### config.mk
export PLATFORM = sky130hd
export DESIGN_NAME = riscv_pc_seq
export DESIGN_NICKNAME = d
export VERILOG_FILES = /design/src/rtl/riscv_pc_seq.sv
export SDC_FILE = /design/constraint.sdc
export NUM_CORES = 1
export LEC_CHECK = 0
export CAP_MARGIN = 20
export CELL_PAD_IN_SITES_DETAIL_PLACEMENT = 1
export CELL_PAD_IN_SITES_GLOBAL_PLACEMENT = 2
export CORE_UTILIZATION = 26
export DETAILED_ROUTE_END_ITERATION = 16
export GPL_TIMING_DRIVEN = 0
export PLACE_DENSITY_LB_ADDON = 0.1
export SETUP_SLACK_MARGIN = 0.5
export SYNTH_ARGS = -nofsm -noshare
export SYNTH_HDL_FRONTEND = slang
export SYNTH_SLANG_ARGS = --single-unit
### constraint.sdc
create_clock -name clk -period 3.4 [get_ports clk]
set_clock_uncertainty 0.05 [all_clocks]
set_input_delay 0.34 -clock clk [delete_from_list [all_inputs] [get_ports clk]]
set_output_delay 0.34 -clock clk [all_outputs]
set_load 0.005 [all_outputs]
### src/rtl/riscv_pc_seq.sv
// riscv_pc_seq: program-counter owner and fetch/execute sequencer for the non-pipelined core.
// Optional trap redirects are enabled by defining RISCV_PC_SEQ_TRAP_EN.
module riscv_pc_seq #(
    parameter int unsigned DLY_FF    = 1,
    parameter logic [31:0] RESET_VEC = 32'h0000_0000,
    parameter logic [31:0] TRAP_VEC  = 32'h0000_0100,
    parameter int unsigned TIMEOUT   = 16
) (
    input  logic        clk,
    input  logic        reset,
    input  logic        halt,
    output logic        imem_req,
    output logic [14:0] imem_addr,
    input  logic        imem_ack,
    input  logic [31:0] imem_rdata,
    output logic [31:0] instr,
    output logic        instr_vld,
    input  logic        ex_done,
    input  logic        ex_taken,
    input  logic [31:0] ex_target,
    output logic [14:0] pc_out,
    output logic [14:0] pc_4,
    output logic [31:0] instret,
    output logic        fetch_err,
    output logic        trap
);

`ifdef RISCV_PC_SEQ_TRAP_EN
    localparam bit TRAP_EN = 1'b1;
`else
    localparam bit TRAP_EN = 1'b0;
`endif

    localparam int unsigned CNT_W = 8;
    localparam logic [CNT_W-1:0] CNT_LAST = CNT_W'(TIMEOUT - 1);

    // DLY_FF only shapes simulation models; the RTL carries no delays.
    if (DLY_FF > 32'd255) begin : g_dly_ff_unused
    end

    typedef enum logic [1:0] {
        ST_IDLE  = 2'd0,
        ST_FETCH = 2'd1,
        ST_EXEC  = 2'd2
    } state_t;

    state_t           r_state;
    logic [31:0]      r_pc;
    logic [31:0]      r_instr;
    logic [31:0]      r_instret;
    logic             r_instr_vld;
    logic             r_fetch_err;
    logic             r_trap;
    logic [CNT_W-1:0] r_to_cnt;

    logic             w_req;
    logic             w_ack;
    logic             w_to_hit;
    logic             w_trap_br;
    logic [31:0]      w_tgt;
    logic [31:0]      w_retire_pc;

    assign w_req    = (r_state == ST_FETCH) && !halt;
    assign w_ack    = w_req && imem_ack;
    // Terminal wait cycle; a coincident ack takes priority over the timeout.
    assign w_to_hit = w_req && !imem_ack && (r_to_cnt == CNT_LAST);

    assign w_trap_br   = TRAP_EN && ex_taken && (ex_target[1:0] != 2'b00);
    assign w_tgt       = TRAP_EN ? ex_target : (ex_target & ~32'h3);
    assign w_retire_pc = w_trap_br ? TRAP_VEC :
                         ex_taken  ? w_tgt    : (r_pc + 32'd4);

    // Sequencer state, PC, captured instruction and status pulses.
    always_ff @(posedge clk or posedge reset) begin
        if (reset) begin
            r_state     <= ST_IDLE;
            r_pc        <= RESET_VEC;
            r_instr     <= 32'd0;
            r_instret   <= 32'd0;
            r_instr_vld <= 1'b0;
            r_fetch_err <= 1'b0;
            r_trap      <= 1'b0;
            r_to_cnt    <= '0;
        end else begin
            r_fetch_err <= 1'b0;
            r_trap      <= 1'b0;
            case (r_state)
                ST_IDLE: begin
                    r_state  <= ST_FETCH;
                    r_to_cnt <= '0;
                end
                ST_FETCH: begin
                    if (w_ack) begin
                        r_instr     <= imem_rdata;
                        r_instr_vld <= 1'b1;
                        r_state     <= ST_EXEC;
                    end else if (w_to_hit) begin
                        r_fetch_err <= 1'b1;
                        r_to_cnt    <= '0;
                        if (TRAP_EN) begin
                            r_pc   <= TRAP_VEC;
                            r_trap <= 1'b1;
                        end
                    end else if (w_req) begin
                        r_to_cnt <= r_to_cnt + CNT_W'(1);
                    end
                end
                ST_EXEC: begin
                    if (ex_done) begin
                        r_pc        <= w_retire_pc;
                        r_instret   <= r_instret + 32'd1;
                        r_trap      <= w_trap_br;
                        r_instr_vld <= 1'b0;
                        r_to_cnt    <= '0;
                        r_state     <= ST_FETCH;
                    end
                end
                default: r_state <= ST_IDLE;
            endcase
        end
    end

    assign imem_req  = w_req;
    assign imem_addr = r_pc[14:0];
    assign instr     = r_instr;
    assign instr_vld = r_instr_vld;
    assign pc_out    = r_pc[14:0];
    assign pc_4      = r_pc[14:0] + 15'd4;
    assign instret   = r_instret;
    assign fetch_err = r_fetch_err;
    assign trap      = TRAP_EN & r_trap;

endmodule

==> Yosys cells after proc, flatten, opt, wreduce, memory -nomap -nowiden <==
Index checks and enable logic that the tools add are counted.
{ "classes": {"n_reduce_logical": 14, "mux": 15, "addsub": 4, "n_eq_ne": 7} }
{ "op_table": {"columns": ["op", "count"], "rows": [
  ["$add A32 B1 Y32 const B", 1],
  ["$add A32 B3 Y32 const B", 1],
  ["$mux W32", 1],
  ["$mux W8", 4],
  ["$pmux W8 S3", 1],
  ["$add A15 B3 Y15 const B", 1],
  ["$add A8 B1 Y8 const B", 1],
  ["$eq A8 B4 Y1 const B", 1],
  ["$ne A2 B2 Y1 const B", 3],
  ["$pmux W2 S3", 1],
  ["$reduce_and A2 Y1", 3],
  ["$mux W1", 5],
  ["$logic_and A1 B1 Y1", 4],
  ["$mux W2", 2],
  ["$reduce_and A4 Y1", 1],
  ["$ne A3 B3 Y1 const B", 1],
  ["$reduce_and A3 Y1", 1],
  ["$reduce_bool A3 Y1", 1],
  ["$eq A2 B1 Y1 const B", 1],
  ["$eq A2 B2 Y1 const B", 1],
  ["$logic_not A1 Y1", 2],
  ["$logic_not A2 Y1", 1],
  ["$pmux W1 S2", 1],
  ["$reduce_bool A2 Y1", 1]
]} }
{ "word_totals": {"regBits": 108, "word_cells": 47, "input_bits": 70, "output_inout_bits": 113} }

==> Logic depth before layout (Yosys ltp) <==
Gate-level depths: netlist of run 1.
{ "depth": {"depth_word": 7, "ltp_mapped": 6, "depth_no_buf": 5} }

==> Least setup slack after synthesis of run 1 <==
Ideal clock, no wire load.
{ "synth_path": {"path_type": "register to register", "start": "register r_pc[2]", "end": "register r_pc[14]", "setup_ns": 0.069, "n_path_buf": 0, "setup_slack_ns": 1.438, "t_arrival_ns": 1.843, "synth_period_minus_slack_ns": 1.962, "t_required_ns": 3.281, "path_stages_with_launch": 6, "path_cell_list": "dfrtp_1 ha_1 nand3_4 or4_4 or4_1 nand3_1"} }
{ "synth_between": {"elab_chain_cells": 2} }
{ "synth_rtl": {"columns": ["item", "line", "rtl"], "rows": [
  ["from (decl)", "48", "logic [31:0] r_pc;"],
  ["from (signal assigned)", "110", "r_pc <= w_retire_pc;"],
  ["$add A32 B3 Y32", "71", "ex_taken ? w_tgt : (r_pc + 32'd4);"],
  ["$mux W32", "71", null]
]} }
Every way passes these cells.
A chain may end at the register's enable or synchronous reset.

==> Final worst setup path of run 1 <==
{ "layout_path": {"start": "register r_pc[3]", "end": "output port pc_4[14]"} }
{ "layout_between": {"elab_chain_cells": 1} }
{ "layout_rtl": {"columns": ["item", "line", "rtl"], "rows": [
  ["$add A15 B3 Y15", "128", "assign pc_4 = r_pc[14:0] + 15'd4;"],
  ["to (decl)", "22", "output logic [14:0] pc_4,"]
]} }
Every way passes these cells.

==> impl_metrics.csv, run 1 <==
group,metric,value,unit
synth,ys_seq_area_share,51.90,%
timing,setup_violations,0,
global_route,antenna_found_initial,0,
synth,synth_cells,384,
clock_tree,clock_path_buffers,2,
timing,fin_crit,2.772,ns
die,core,16000,µm²
clock_tree,cts.sinks,89,
timing,max_freq,360.7,MHz
drt,routed-via-count,3544,
synth,synth_async_sr_flop_share,100.0,%
worst_setup_path,start_kind,"flop",
worst_setup_path,cp.depth,5,
worst_setup_path,r2r_cells,5,
layout,final_cell_area,6494,µm²
place,gp_congestion,0.7347,
layout,num-fill-cells,1772,
die,die_w,130.5,µm
synth,synth-edff-count,0,
pwr,ir_worst_vdd,0.0002211,V
timing,relSlewSlack,64.58,%
die,initial_utilization,26.82,%
run_status,status,"complete, no violations",
worst_setup_path,slowest_stage,"or4_4",
pwr,total_power,0.003646,W
global_route,overflow,0,
drt,drt_first_iter_violations,89,
place,dp_cells,763,
layout,layout-drive-gt1-share,15.48,%
global_route,grtUsageTotal,14.63,%
place,dp_hpwl,8886,µm
worst_setup_path,cp.arrival,2.38,ns
drt,drcViolationCount,0,
worst_hold_path,hp-class,"input port to async pin",
timing,rsz0062_at_grt,"true",
die,die_h,130.5,µm
global_route,grt_start_max_net_pins,64,
clock_tree,cts_root_buf,"clkbuf_16",
timing,worstMarginPinSlew,0.5313,ns
die,ios,183,
layout,syn_to_final_growth,51.31,%
timing,period_share,81.54,%
die,rows,46,
global_route,first_global_vias,3586,
synth,yosysWarnings,0,
worst_setup_path,worstSetupPathType,"flop to output port",
synth,synthFlopType,"dfrtp_1",
place,post_dp_cell_area,6176,µm²
synth,avgSynthCellArea,11.18,µm²
pwr,leakagePower,2.678,nW
synth,yosysUniqueCellTypes,49,
layout,diodes,0,
layout,nets,631,
worst_setup_path,max_stage_delay,0.56,ns
worst_setup_path,crit_family,"simple AND/OR/NAND/NOR gates",
layout,fin_cells,778,
global_route,grt_pass1_wl,19060,µm
run,max_cap_violations,0,
synth,netlist_area,4292,µm²
drt,via_per_inst,4.555,
synth,synth_seq_cells,89,
worst_setup_path,cp_max_fo,6,
drt,ant_nets,0,
timing,hold_viol_final,0,
layout,multiInputGateArea,1839,µm²
drt,wl_per_cell,15.50,µm
place,io_buffers,156,
timing,drv_slew,0,
pwr,power_density,561.4,nW/µm²
clock_tree,post_cts_buffers,0,
die,floorplan.die_area,17020,µm²
worst_setup_path,end_kind,"output port",
layout,seq_area,2228,µm²
clock_tree,clock_latency,0.35,ns
clock_tree,cts_tree,"done",
drt,wl,12060,µm
clock_tree,htree_levels,3,
worst_setup_path,path_buf_inv,1,
clock_tree,path_clk_slew,0.07,ns
clock_tree,cts_buffers,9,
worst_setup_path,path_cells,"ha_4 -> nand3_4 -> or4_4 -> xnor2_1 -> clkdlybuf4s50_1",
drt,firstDrtPassIters,4,
worst_setup_path,required,3.01,ns
repair_timing:
| item | CTS | global route |
|---|---|---|
| endpoints found under the setup margin | 3 | 2 |
| hold buffers | 0 | 0 |
| gates resized for setup | 2 | 1 |
cell families after synthesis:
| logic type | Yosys count | synth area share [%] |
|---|---|---|
| simple gates | 127 | 16.73 |
| flops | 89 | 51.90 |
| xor+xnor | 47 | 9.592 |
| buf+inv | 44 | 6.064 |
| compound gates | 40 | 6.123 |
| mux | 33 | 8.630 |
| fa+ha+maj | 3 | 0.8747 |
| other cells | 1 | 0.08738 |
cells in the mapped netlist, types with 2 or more instances:
cell       instances  area (µm²)
o21ai_0           11       55.05
nor2_1            17       63.81
o2bb2ai_1          3       26.28
nand2_1           22       82.58
clkbuf_1           8       30.03
inv_1              9       33.78
nor3_1             9       45.04
buf_4             22       165.2
nor3b_1            3       22.52
nor4_1             3       18.77
o311ai_0           2       17.52
buf_2              4       20.02
xnor2_1           33       289.0
nand3_1           13       65.06
and4_1             5       43.79
ha_1               3       37.54
mux2_2            32       360.4
dfrtp_1           89        2227
a21oi_1           10       50.05
and3_2             2       15.01
and2_1             6       37.54
nand4_1           26       162.7
and3_1             9       56.30
nand2b_1           2       12.51
xor2_1            14       122.6
o21a_1             2       15.01
a22oi_1            3       22.52
sequential cells by signal, indices dropped and copies added, names as in the netlist:
signal     cells
r_pc          13
fetch_err      1
instr_vld      1
r_state        2
instr         32
r_to_cnt       8
instret       32
routing by layer:
| metal | share of wire (%) | GRT usage [%] | routed length (µm) | up-vias |
|---|---|---|---|---|
| met5 | 0 | 0 | 0 | - |
| met4 | 1.3 | 5.274 | 159 | 0 |
| met3 | 7.2 | 4.031 | 868 | 15 |
| met2 | 47 | 23.59 | 5632 | 103 |
| met1 | 45 | 18.78 | 5398 | 1741 |
| li1 | - | - | - | 1685 |
worst paths after layout:
path                             start  slack, ns     endpoint
min in group clk           instret[31]       0.42  instret[31]
min                              reset       0.28     instr[9]
min reg2reg                instret[31]       0.42  instret[31]
max reg2reg                 r_state[0]       1.28  instret[31]
max in group asynchronous        reset       2.35      r_pc[2]
max                            r_pc[3]       0.63     pc_4[14]
report_power, final:
group          leakage, nW  internal (W)  switching (W)  total, W
sequential            1.13       0.00126       0.000211   0.00147
clock                0.143      0.000593       0.000441   0.00103
combinational         1.40      0.000791       0.000350   0.00114
layout make-up:
type	instances	share of cell area, %
clock inverter	5	1.002
tap	216	4.162
inverter	9	0.5588
sequential	89	34.32
clock buffer	10	3.680
timing repair buffer	157	24.47
multi-input combinational	257	28.32
buffer	35	3.487
layout by cell type, fill, tap and decap left out, drive strengths merged, types with 2 or more instances in the layout:
cell type | Yosys | routed
nand4 | 26 | 26
inv | 9 | 10
nand3 | 14 | 14
xnor2 | 33 | 33
a21oi | 10 | 10
nor2 | 17 | 17
conb | 1 | 7
o21a | 2 | 2
nor3 | 9 | 9
and3 | 11 | 11
dfrtp | 89 | 89
ha | 3 | 3
and2 | 6 | 6
a22oi | 3 | 3
nand3b | 2 | 2
nand2 | 22 | 22
o311ai | 2 | 2
clkdlybuf4s50 | 0 | 156
o2bb2ai | 3 | 3
nand2b | 2 | 2
clkbuf | 8 | 18
and4 | 5 | 5
nor4 | 3 | 3
xor2 | 14 | 14
buf | 27 | 28
o21ai | 11 | 11
or4 | 2 | 2
nor3b | 3 | 3
clkinvlp | 0 | 2
mux2 | 32 | 32
metrics by stage:
step,worst slack (ns),util (%),TNS (ns),hold WS [ns]
2_1_floorplan,0.7031,-,0,0.4172
3_3_place_gp,-0.9571,38.41,-84.52,0.4128
3_5_place_dp,0.7783,38.60,0,0.4124
4_1_cts,0.5190,40.52,0,0.2849
5_1_grt,0.4630,40.58,0,0.3044
6_report,0.6277,40.58,0,0.2808
Power figures use the tool's default switching activity.
==> run 2, diff against run 1 <==
==> constraint.sdc (replaced) <==
create_clock -name clk -period 2.8 [get_ports clk]
set_clock_uncertainty 0.05 [all_clocks]
set_input_delay 0.28 -clock clk [delete_from_list [all_inputs] [get_ports clk]]
set_output_delay 0.28 -clock clk [all_outputs]
set_load 0.005 [all_outputs]
==> impl_metrics.csv, run 2 (synthesis gave the netlist of run 1 again) <==
group,metric,value,unit
die,die_w,130.5,µm
pwr,intPower,0.003233,W
timing,max_freq,437.5,MHz
global_route,first_global_vias,3739,
place,gp_congestion,0.7218,
worst_setup_path,start_kind,"flop",
clock_tree,cts_tree,"done",
layout,layout-drive-gt1-share,19.90,%
worst_setup_path,path_cells,"ha_4 -> nand3_4 -> buf_4 -> or3_4 -> xnor2_1 -> dlygate4sd2_1",
layout,nets,641,
die,rows,46,
clock_tree,clock_latency,0.35,ns
pwr,p_clk_share,28.3,%
global_route,grt_start_max_net_pins,38,
clock_tree,cts.sinks,89,
die,ios,183,
clock_tree,cts_root_buf,"clkbuf_16",
clock_tree,clock_path_buffers,2,
drt,drt_first_iter_violations,113,
pwr,power_density,673.0,nW/µm²
layout,diodes,0,
drt,drcViolationCount,0,
timing,tns,0,ns
die,die_h,130.5,µm
worst_setup_path,max_stage_delay,0.39,ns
timing,rsz0062_at_grt,"true",
clock_tree,path_clk_slew,0.07,ns
drt,via_per_inst,4.523,
clock_tree,cts_buffers,9,
run,max_cap_violations,0,
worst_setup_path,end_kind,"output port",
layout,final_common_cell,"clkdlybuf4s50_1",
die,initial_utilization,26.82,%
run_status,status,"complete, no violations",
timing,hold_viol_final,0,
worst_setup_path,required,2.47,ns
timing,hold_ws,0.2772,ns
global_route,grt_pass1_wl,20040,µm
timing,period_share,81.63,%
drt,wl_per_cell,15.84,µm
pwr,leakagePower,2.792,nW
global_route,grtUsageTotal,15.51,%
clock_tree,htree_levels,3,
die,floorplan.die_area,17020,µm²
pwr,p_comb_share,31.9,%
worst_setup_path,crit_family,"simple AND/OR/NAND/NOR gates",
drt,routed-via-count,3569,
timing,fin_crit,2.286,ns
place,io_buffers,156,
die,core,16000,µm²
drt,ant_nets,0,
pwr,p_seq_share,39.8,%
pwr,p_sw,0.001247,W
worst_setup_path,cp.arrival,1.96,ns
timing,worstMarginPinSlew,0.5581,ns
worst_hold_path,hp-class,"input port to async pin",
pwr,ir_worst_vdd,0.0003068,V
timing,drv_slew,0,
pwr,switching_share,27.83,%
timing,relSlewSlack,62.71,%
worst_setup_path,worstSetupPathType,"flop to output port",
layout,final_cell_mix,"clkdlybuf4s50_1, dfrtp_1, xnor2_1, mux2_2, buf_4",
place,dp_hpwl,9193,µm
drt,wl,12500,µm
timing,setup_ws,0.5144,ns
drt,firstDrtPassIters,4,
place,post-place-ws,0.1450,ns
timing,setup_violations,0,
global_route,overflow,0,
worst_setup_path,cp_max_fo,5,
worst_setup_path,slowest_stage,"dfrtp_2",
global_route,antenna_found_initial,0,
worst_setup_path,path_buf_inv,2,
layout,syn_to_final_growth,55.07,%
==> run 2: changes by cell type in the layout (fill, tap and decap cells not counted), sizes merged <==
cell | previous run | this run
buf | 28 | 38
clkbuf | 18 | 20
clkdlybuf4s50 | 156 | 149
clkinv | 1 | 0
clkinvlp | 2 | 3
dlygate4sd2 | 0 | 5
dlymetal6s2s | 0 | 1
==> run 2: cell type report <==
class	count	area, µm²
buffer	35	226.5
clock buffer	11	242.7
clock inverter	5	62.56
fill	1779	9345
inverter	9	37.54
multi-input combinational	257	1917
sequential	89	2238
tap	216	270.3
timing repair buffer	167	1660
==> run 2: final timing paths <==
kind,cells after the start,slack (ns),startpoint,to
max,6,0.51,r_pc[2],pc_4[10]
min,2,0.28,reset,instr[5]
max reg2reg,7,0.66,r_pc[2],r_pc[14]
min reg2reg,1,0.42,instret[31],instret[31]
max in group asynchronous,4,1.59,reset,r_pc[6]
min in group clk,1,0.42,instret[31],instret[31]
==> run 2: timing repair <==
item / in CTS / in global routing
setup endpoints to repair: 9 / 7
hold buffers: 0 / 0
resized for setup: 24 / 10
pin swaps: 5 / 4
setup buffers: 6 / 3
==> run 2: power groups by stage <==
| stage | Clock [W] | Combinational (W) | Sequential (W) |
|---|---|---|---|
| floorplan | 0 | 0.000509 | 0.00178 |
| global placement | 0 | 0.00137 | 0.00179 |
| detailed placement | 0 | 0.00141 | 0.00180 |
| CTS | 0.00132 | 0.00145 | 0.00178 |
| global route | 0.00137 | 0.00156 | 0.00183 |
| finish | 0.00127 | 0.00143 | 0.00178 |
==> run 2: stage by stage <==
| step | instances | power, W | utilization (%) | area, µm² |
|---|---|---|---|---|
| 3_3_place_gp | 762 | 0.003158 | 38.43 | 6150 |
| 2_1_floorplan | 390 | 0.002285 | - | 4318 |
| 3_5_place_dp | 764 | 0.003211 | 38.68 | 6190 |
| 4_1_cts | 786 | 0.004560 | 41.28 | 6605 |
| 6_report | 789 | 0.004479 | 41.59 | 6655 |
| 5_1_grt | 789 | 0.004761 | 41.59 | 6655 |
==> run 2: metal layers <==
metal	up-vias	share of wire [%]	track usage (%)
li1	1699	-	-
met1	1754	45	20.13
met2	102	48	24.91
met3	14	6.2	3.664
met4	0	1.6	6.288
met5	-	0	0
==> run 3, diff against run 2 <==
==> constraint.sdc (replaced) <==
create_clock -name clk -period 2.3 [get_ports clk]
set_clock_uncertainty 0.05 [all_clocks]
set_input_delay 0.23 -clock clk [delete_from_list [all_inputs] [get_ports clk]]
set_output_delay 0.23 -clock clk [all_outputs]
set_load 0.005 [all_outputs]
==> impl_metrics.csv, run 3 (synthesis gave the netlist of run 1 again) <==
group,metric,value,unit
drt,drt_first_iter_violations,96,
drt,via_per_inst,4.542,
layout,layout-drive-gt1-share,29.12,%
layout,fin_cells,817,
global_route,first_global_vias,3869,
worst_setup_path,end_kind,"output port",
die,floorplan.die_area,17020,µm²
timing,fin_crit,2.053,ns
clock_tree,clock_latency,0.35,ns
die,die_w,130.5,µm
timing,setup_violations,0,
layout,nets,669,
global_route,antenna_found_initial,0,
timing,rsz0062_at_grt,"true",
run_status,status,"complete, no violations",
worst_setup_path,worstSetupPathType,"flop to output port",
die,initial_utilization,26.82,%
drt,firstDrtPassIters,4,
worst_setup_path,required,2.02,ns
worst_hold_path,hp-class,"input port to async pin",
worst_setup_path,cp.arrival,1.77,ns
drt,wl,13120,µm
place,io_buffers,156,
place,dp_hpwl,9270,µm
global_route,grt_start_max_net_pins,33,
die,die_h,130.5,µm
layout,final_cell_mix,"clkdlybuf4s50_1, dfrtp_1, buf_4, mux2_2, xnor2_1",
drt,wl_per_cell,16.06,µm
clock_tree,cts_buffers,9,
timing,hold_viol_final,0,
drt,routed-via-count,3711,
clock_tree,cts_tree,"done",
timing,period_share,89.28,%
layout,syn_to_final_growth,63.67,%
pwr,ir_worst_vdd,0.0003393,V
timing,drv_slew,0,
global_route,overflow,0,
global_route,grt_pass1_wl,20500,µm
clock_tree,clock_path_buffers,2,
clock_tree,cts.sinks,89,
die,rows,46,
place,dp_cells,764,
clock_tree,hold_buffers,0,
drt,ant_nets,0,
timing,worstMarginPinSlew,0.7568,ns
timing,max_freq,487.0,MHz
timing,setup_ws,0.2465,ns
worst_setup_path,start_kind,"flop",
layout,diodes,0,
place,post-place-ws,-0.1096,ns
pwr,power_density,783.4,nW/µm²
die,ios,183,
clock_tree,path_clk_slew,0.07,ns
run,max_cap_violations,0,
timing,relSlewSlack,49.44,%
global_route,grtUsageTotal,15.76,%
place,gp_congestion,0.7210,
layout,final_common_cell,"clkdlybuf4s50_1",
die,core,16000,µm²
worst_setup_path,cp_max_fo,3,
clock_tree,cts_root_buf,"clkbuf_16",
clock_tree,htree_levels,3,
layout,utilization,43.90,%
drt,drcViolationCount,0,
pwr,leakagePower,3.092,nW
## run 3: per-layer routing
layer | vias up | global-route usage, % | share of wire (%)
met5 | - | 0 | 0
met4 | 0 | 5.544 | 1.5
met3 | 14 | 3.990 | 6.0
met2 | 104 | 26.22 | 49
met1 | 1841 | 19.85 | 44
li1 | 1752 | - | -
## run 3: what timing repair did
| action | CTS | global route |
|---|---|---|
| pin swaps | 14 | 11 |
| setup endpoints to repair | 73 | 82 |
| resized for setup | 91 | 33 |
| setup buffers | 27 | 8 |
| hold endpoints to repair | 0 | 0 |
| cloned | 1 | 1 |
## run 3: metrics by stage
stage               area, µm²  total power [W]  setup TNS, ns  hold slack (ns)
finish                   7024         0.005503              0           0.3055
global route             7024         0.005843              0           0.3549
global placement         6170         0.003872         -12.03           0.4130
floorplan                4338         0.002807              0           0.3221
detailed placement       6210         0.003945        -0.6284           0.4124
CTS                      6872         0.005554              0           0.3191
## run 3: final cells by class
class / instances / area, µm²
fillers: 1787 / 8976
flip-flops and latches: 89 / 2247
multi-input cells: 257 / 2018
repair buffers: 195 / 1899
plain buffers: 35 / 274.0
well taps: 216 / 270.3
clock buffers: 10 / 229.0
clock inverters: 6 / 48.80
inverters: 9 / 37.54
## run 3: final timing paths
check / cells past startpoint / slack, ns / endpoint / startpoint
max: 5 / 0.25 / pc_4[14] / r_pc[3]
min: 2 / 0.31 / instr[0] / reset
max reg2reg: 6 / 0.56 / instr[19] / r_state[1]
min reg2reg: 1 / 0.42 / instret[31] / instret[31]
max in group asynchronous: 4 / 1.06 / instret[4] / reset
min in group clk: 3 / 0.41 / r_pc[2] / ex_target[2]
## run 3: worst max-delay path, cell delays in order, from the launching register on
cell and delay [ns]:
dfrtp_2 0.39, ha_4 0.15, nand3_4 0.10, or4_4 0.46, xnor2_2 0.18, buf_2 0.14
## run 3: power by group
group | internal [W] | switching [W] | leakage (nW)
registers | 0.00187 | 0.000242 | 1.11
clock network | 0.000745 | 0.000670 | 0.126
logic | 0.00128 | 0.000685 | 1.85
